`config.mk`:
```
export PLATFORM = sky130hd
export DESIGN_NAME = hazard_ctrl
export DESIGN_NICKNAME = d
export VERILOG_FILES = /design/src/rtl/hazard_ctrl.sv
export SDC_FILE = /design/constraint.sdc
export NUM_CORES = 1
export LEC_CHECK = 0
export ABC_CLOCK_PERIOD_IN_PS = 3100
export BUFFER_PORTS_ARGS = -buffer_cell sky130_fd_sc_hd__buf_2
export CAP_MARGIN = 5
export CORE_MARGIN = 1.5
export CORE_UTILIZATION = 49
export DETAILED_ROUTE_END_ITERATION = 12
export GPL_ROUTABILITY_DRIVEN = 1
export PLACE_DENSITY = 0.95
export SETUP_SLACK_MARGIN = 0.02
export SYNTH_ARGS = -nofsm -noshare
export SYNTH_HDL_FRONTEND = slang
export SYNTH_SLANG_ARGS = --single-unit
export TNS_END_PERCENT = 50
```
`constraint.sdc`:
```
create_clock -name clk -period 3.1 [get_ports clk]
set_clock_uncertainty 0.1 [all_clocks]
set_input_delay 0.62 -clock clk [delete_from_list [all_inputs] [get_ports clk]]
set_output_delay 0.62 -clock clk [all_outputs]
set_load 0.02 [all_outputs]
```
`src/rtl/hazard_ctrl.sv`:
```
// hazard_ctrl: pipeline hazard unit for a five-stage in-order core.
// Tracks per-stage valid bits, resolves memory waits, taken branches and
// data hazards into stall/flush controls, selects ALU operand forwarding
// and counts stalled fetch cycles (saturating).
// Build option: define HAZARD_CTRL_FORWARD_EN to enable operand forwarding
// with load-use stalls; leave it undefined for a forwarding-free core that
// stalls on every RAW dependence against Execute or Memory.
module hazard_ctrl (
   input  logic        clk,
   input  logic        rst,
   input  logic [4:0]  Rs1D,
   input  logic [4:0]  Rs2D,
   input  logic [4:0]  Rs1E,
   input  logic [4:0]  Rs2E,
   input  logic [4:0]  RdE,
   input  logic [4:0]  RdM,
   input  logic [4:0]  RdW,
   input  logic        RegWriteE,
   input  logic        RegWriteM,
   input  logic        RegWriteW,
   input  logic [1:0]  ResultSrcE,
   input  logic        PCSrcE,
   input  logic        MemAccessM,
   input  logic        MemReadyM,
   output logic        StallF,
   output logic        StallD,
   output logic        StallE,
   output logic        StallM,
   output logic        FlushD,
   output logic        FlushE,
   output logic        FlushW,
   output logic [1:0]  ForwardAE,
   output logic [1:0]  ForwardBE,
   output logic        ValidW,
   output logic [15:0] StallCnt
);

   typedef enum logic {RUN = 1'b0, MEMWAIT = 1'b1} state_t;

   state_t      state_q, state_d;
   logic        valid_d_q, valid_e_q, valid_m_q, valid_w_q;
   logic        valid_d_d, valid_e_d, valid_m_d, valid_w_d;
   logic [15:0] stall_cnt_q, stall_cnt_d;

   logic        mem_wait;
   logic        branch;
   logic        data_hazard;
   logic        unused_inputs;

   // Memory wait freezes everything up to Memory and bubbles Writeback.
   assign mem_wait = valid_m_q & MemAccessM & ~MemReadyM;
   // A branch held in Execute during a wait fires as soon as the wait lifts.
   assign branch   = valid_e_q & PCSrcE;

`ifdef HAZARD_CTRL_FORWARD_EN
   logic load_use;
   logic fwd_a_m, fwd_a_w, fwd_b_m, fwd_b_w;

   // Only a load in Execute cannot be bypassed in time for Decode's consumer.
   assign load_use = valid_e_q & (ResultSrcE == 2'b01) & (RdE != 5'd0) &
                     ((RdE == Rs1D) | (RdE == Rs2D));
   assign data_hazard = load_use;

   assign fwd_a_m = valid_m_q & RegWriteM & (RdM != 5'd0) & (RdM == Rs1E);
   assign fwd_a_w = valid_w_q & RegWriteW & (RdW != 5'd0) & (RdW == Rs1E);
   assign fwd_b_m = valid_m_q & RegWriteM & (RdM != 5'd0) & (RdM == Rs2E);
   assign fwd_b_w = valid_w_q & RegWriteW & (RdW != 5'd0) & (RdW == Rs2E);

   // Operand select: Memory is the younger producer, so it wins over Writeback.
   always_comb begin
      ForwardAE = 2'b00;
      ForwardBE = 2'b00;
      if (!rst) begin
         if (fwd_a_m)      ForwardAE = 2'b10;
         else if (fwd_a_w) ForwardAE = 2'b01;
         if (fwd_b_m)      ForwardBE = 2'b10;
         else if (fwd_b_w) ForwardBE = 2'b01;
      end
   end

   assign unused_inputs = RegWriteE;
`else
   logic rs1_hit, rs2_hit;

   // Without bypass paths any in-flight writer of a Decode source must drain
   // past Memory; Writeback is covered by the write-first register file.
   assign rs1_hit = (Rs1D != 5'd0) &
                    ((valid_e_q & RegWriteE & (RdE == Rs1D)) |
                     (valid_m_q & RegWriteM & (RdM == Rs1D)));
   assign rs2_hit = (Rs2D != 5'd0) &
                    ((valid_e_q & RegWriteE & (RdE == Rs2D)) |
                     (valid_m_q & RegWriteM & (RdM == Rs2D)));
   assign data_hazard = rs1_hit | rs2_hit;

   assign ForwardAE = 2'b00;
   assign ForwardBE = 2'b00;

   assign unused_inputs = ^{Rs1E, Rs2E, RdW, RegWriteW, ResultSrcE};
`endif

   // Stall/flush priority: memory wait, then branch, then data hazard.
   always_comb begin
      StallF = 1'b0;
      StallD = 1'b0;
      StallE = 1'b0;
      StallM = 1'b0;
      FlushD = 1'b0;
      FlushE = 1'b0;
      FlushW = 1'b0;
      if (!rst) begin
         if (mem_wait) begin
            StallF = 1'b1;
            StallD = 1'b1;
            StallE = 1'b1;
            StallM = 1'b1;
            FlushW = 1'b1;
         end else if (branch) begin
            FlushD = 1'b1;
            FlushE = 1'b1;
         end else if (data_hazard) begin
            StallF = 1'b1;
            StallD = 1'b1;
            FlushE = 1'b1;
         end
      end
   end

   // Valid bits: flush clears, stall holds, otherwise take the upstream bit.
   always_comb begin
      valid_d_d = FlushD ? 1'b0 : (StallD ? valid_d_q : 1'b1);
      valid_e_d = FlushE ? 1'b0 : (StallE ? valid_e_q : valid_d_q);
      valid_m_d = StallM ? valid_m_q : valid_e_q;
      valid_w_d = FlushW ? 1'b0 : valid_m_q;
   end

   // Wait-state tracking: enter on a stalled access, leave once memory is ready.
   always_comb begin
      state_d = state_q;
      case (state_q)
         RUN:     if (mem_wait)  state_d = MEMWAIT;
         MEMWAIT: if (MemReadyM) state_d = RUN;
         default: state_d = RUN;
      endcase
   end

   // Stall counter saturates rather than wrapping.
   always_comb begin
      stall_cnt_d = stall_cnt_q;
      if (StallF && (stall_cnt_q != 16'hFFFF)) stall_cnt_d = stall_cnt_q + 16'd1;
   end

   // State, valid and counter registers with asynchronous clear.
   always_ff @(posedge clk or posedge rst) begin
      if (rst) begin
         state_q     <= RUN;
         valid_d_q   <= 1'b0;
         valid_e_q   <= 1'b0;
         valid_m_q   <= 1'b0;
         valid_w_q   <= 1'b0;
         stall_cnt_q <= 16'd0;
      end else begin
         state_q     <= state_d;
         valid_d_q   <= valid_d_d;
         valid_e_q   <= valid_e_d;
         valid_m_q   <= valid_m_d;
         valid_w_q   <= valid_w_d;
         stall_cnt_q <= stall_cnt_d;
      end
   end

   assign ValidW   = valid_w_q & ~FlushW;
   assign StallCnt = stall_cnt_q;

endmodule

```
# [After elaboration in Yosys (flattened, before gate mapping)]
# Cells that the tools add are included.
[word_totals] wordCells=50 memories=0 latch_bits=0 in_bits=45 ram_bits=0 mem_bits_ro=0 register_bits=20 output_inout_bits=28
[classes] order_cmp=0 n_addsub=1 n_shift=0 n_bitwise=17 n_mux=17 multipliers=0 eq_ne=7 reduce_logical=3 n_div=0
[op_table] cell="$eq 5x5->1" n=4
[op_table] cell="$mux 1" n=17
[op_table] cell="$add 16x1->16 const B" n=1
[op_table] cell="$ne 16x16->1 const B" n=1
[op_table] cell="$and 1x1->1" n=12
[op_table] cell="$reduce_bool 5->1" n=2
[op_table] cell="$or 1x1->1" n=3
[op_table] cell="$ne 2x1->1 const B" n=1
[op_table] cell="$ne 2x2->1 const B" n=1
[op_table] cell="$not 1->1" n=2
[op_table] cell="$logic_and 1x1->1" n=1

# [Logic depth before layout (Yosys ltp)]
[depth] ltp_word=11 ltp_mapped=8 ltp_nobuf=7

# [Least setup slack after synthesis]
# No wires, ideal clock.
[synth_timing] path_type="in2out" start="in rst" end="out StallF" path_slack_ps=274 required_ps=2380 arrival_ps=2106 stages=4 path_buffers=1 cell_sequence="inv_1 -> nand2_1 -> o21ai_0 -> buf_4"
[synth_between] elab_chain_cells=1
[synth_lines] item="start, declared" line_no="10" text="input logic rst,"
[synth_lines] item="$mux 1"
[synth_lines] item="end, declared" line_no="25" text="output logic StallF,"
# Every way passes these cells.

# [Worst setup path after layout]
[layout_timing] start="in Rs1D[1]" end="out StallD"
[layout_between] elab_chain_cells=9 word_cells_on_any_way=12 cone_classes="eq/ne: 2; mux: 4; bitwise: 5; reduce/logical: 1"
[layout_lines] item="start, declared" line_no="11" text="input logic [4:0] Rs1D,"
[layout_lines] item="$eq 5x5->1 (on tied branches)" line_no="88, 89"
[layout_lines] item="$and 1x1->1 (on tied branches)" line_no="88, 89"
[layout_lines] item="$or 1x1->1" line_no="88" text="((valid_e_q & RegWriteE & (RdE == Rs1D)) |"
[layout_lines] item="$and 1x1->1 *" line_no="87" text="assign rs1_hit = (Rs1D != 5'd0) &"
[layout_lines] item="$or 1x1->1 *" line_no="93" text="assign data_hazard = rs1_hit | rs2_hit;"
[layout_lines] item="$mux 1 *" line_no="120" text="end else if (data_hazard) begin"
[layout_lines] item="$mux 1 *" line_no="117" text="end else if (branch) begin"
[layout_lines] item="$mux 1 *" line_no="111" text="if (mem_wait) begin"
[layout_lines] item="$mux 1 *" line_no="110" text="if (!rst) begin"
[layout_lines] item="end, declared" line_no="26" text="output logic StallD,"
# Mark *: on every way between the ends. The rest lies on a longest branch, timed or not.

==> out/qor.yml <==
sta:
  slew_viol_final: 0
  fin_tns_setup_ps: 0
  fmax_ghz: 0.364
  fin_hold_ws_ps: 328
  tightest_slew_ps: 516
  rsz0062_at_grt: "false"
  hold_violations: 0
  fin_crit_sh: 0.885
  min_period_ps: 2740
  slew_headroom: 0.656
  setup_viol: 0
power_and_ir_drop:
  p_int_mw: 0.511
  swShare: 0.330
  power_frac_comb: 0.296
  p_per_area_nw_per_um2: 445
  p_sw_mw: 0.252
  p_total_mw: 0.763
  power_frac_clock: 0.277
  max-vdd-ir-drop_v: 0.000524
  p_seq_frac: 0.428
  p_leak_nw: 0.882
clock_tree:
  clk_pin_slew_ps: 120
  clk_latency_ps: 310
  postCtsHoldBufs: 0
  cts.root.buffer_cell: "clkbuf_4"
  cts_resized: 0
  postCtsSetupBuffers: 0
  cts_tree: "yes"
  htree_levels: 1
  cts.sinks: 20
  numCtsBuffers: 3
  cts_max_path_buffers: 2
global_routing:
  antenna_found_initial: 0
  first_global_vias: 1223
  grt_max_degree: 22
  grt_overflow: 0
  gr-usage-all-layers: 0.208
  grt_use_met1: 0.274
  grt_use_met3: 0.0392
  grt.busiest_layer: "met2"
  use_met2: 0.341
  grt_first_pass_wirelength_um: 5310
route:
  vias_per_cell: 5.45
  first_iter_violations: 47
  vias: 1276
  totalWireLength_um: 3080
  firstDrtPassIters: 4
  drc_errors: 0
  routedWlPerCell_um: 13.1
  drtAntennaViolNets: 0
logic_synthesis:
  syn_area_um2: 1420
  synth-async-reset-ratio: 1.00
  ys_warn_count: 0
  synth_commonest_cells: "dfrtp_1, xnor2_1, nand3_1"
  synth_seq_cells: 20
  synth_top_area_share: 0.352
  synth_area_leaders: "dfrtp_1, xnor2_1, xor2_1, a211oi_1, nand3_1"
  synth-seq-area-share: 0.352
  post-synth-top-area-cell: "dfrtp_1"
  synth_edf_count: 0
  syn_area_per_cell_um2: 9.16
  ys.flop_type: "dfrtp_1"
  synth_cell_types: 32
  syn_inst: 155
final_layout:
  post-route-util: 0.621
  fill_cells: 232
  antennaDiodeCount: 0
  layout.nets: 250
  area_growth_pct: 20.6
  drive_gt1_frac: 0.310
floorplanning:
  start_util: 0.515
  die-area_um2: 3230
  fp.dieH_um: 56.8
  coreArea_um2: 2760
  io_pins: 73
  die_width_um: 56.8
  rows: 19
setup_path:
  critPathRequiredTime_ps: 2380
  reg2reg_setup_slack_ps: 780
  cp_data_arrival_time_ps: 2020
  path_cells: "buf_2 > xnor2_1 > nand4_1 > o22ai_1 > a22oi_1 > o21ai_0 > buf_2"
  crit_family: "compound AO/OA/AOI/OAI gates"
  reg2regPathDepth: 7
  crit_type: "primary input to output pin"
  crit_top_cell: "buf_2"
  r2r_end: "StallCnt[1]"
  cp-start-kind: "primary input"
  cp-end-kind: "output pin"
  slowest_delay_ps: 320
  critPathBufInv: 2
  slowest_stage: "o21ai_0"
  startpoint: "Rs1D[1]"
  r2r_start: "StallCnt[0]"
  path_max_fanout: 6
placed_design:
  place.gp.congestion: 0.810
  port_buffers: 50
  dpl.hpwl_um: 2480
worst_hold_path:
  hp-class: "primary input to async pin"
status:
  outcome: "complete, no violations"
run:
  max_cap_viol_count: 0
worst reg2reg max path: stages, from the launching register on:
cell and delay, ps:
dfrtp_1 430, ha_1 210, and3_1 240, nand2_1 120, nor3_1 230, a21o_1 450
a21oi_1 140, mux2_2 300
state kept, by name, indices dropped and copies added, names as in the netlist:
signal     cells
valid_w_q      1
valid_m_q      1
valid_d_q      1
valid_e_q      1
StallCnt      16
cell usage in the layout (no fill, tap or decap), types with 3 or more instances in the layout:
master,n
inv_1,8
a211oi_1,11
clkbuf_4,3
nand2_1,12
nand3_1,15
buf_2,50
dfrtp_1,20
nand4_1,6
nor2_1,4
xnor2_1,20
conb_1,4
o21ai_0,3
and3_1,4
xor2_1,14
buf_4,3
nor3_1,4
o22ai_1,3
routing by layer:
layer / part of all wire / vias up
met4: 0.020 / 0
met2: 0.49 / 42
met3: 0.049 / 6
met5: 0 / -
li1: - / 631
met1: 0.44 / 597
stage by stage:
step	area (µm²)	instances	worst slack, ps
after CTS	1710	234	350
final	1710	234	355
after global routing	1710	234	263
after detailed placement	1660	230	356
after global placement	1660	230	486
after floorplan	1430	158	274
power by group through the flow:
| stage | Combinational [mW] | Clock [mW] | Sequential [mW] |
|---|---|---|---|
| floorplan | 0.132 | 0 | 0.351 |
| global placement | 0.220 | 0 | 0.329 |
| detailed placement | 0.226 | 0 | 0.331 |
| CTS | 0.227 | 0.216 | 0.326 |
| global route | 0.246 | 0.228 | 0.331 |
| finish | 0.226 | 0.211 | 0.326 |
cells by family (layout without fill, tap and decap cells):
group | count (synthesis) | in the layout | synth area share
multiplexers | 2 | 2 | 0.0150
buffers and inverters | 20 | 65 | 0.0793
adder cells (fa/ha/maj) | 1 | 1 | 0.00881
other | 1 | 4 | 0.00264
flip-flops | 20 | 20 | 0.352
AND/OR/NAND/NOR | 50 | 50 | 0.176
XOR/XNOR | 34 | 34 | 0.210
AO/OA/AOI/OAI | 27 | 27 | 0.156
how the worst max path moves through the flow:
stage,slack [ps],cells past startpoint,end
after CTS,350,7,StallD
after floorplan,270,4,StallF
final,360,7,StallD
after global routing,260,7,StallD
after global placement,490,7,StallD
after detailed placement,360,7,StallD
area by class of cell:
class	instances	area [µm²]	share of cell area
inverters	8	30.0	0.0175
repair buffers	53	273	0.159
multi-input cells	118	818	0.478
clock inverters	1	30.0	0.0175
clock buffers	3	22.5	0.0131
well taps	31	38.8	0.0226
flip-flops and latches	20	500	0.292
Power figures use the tool's default switching activity.
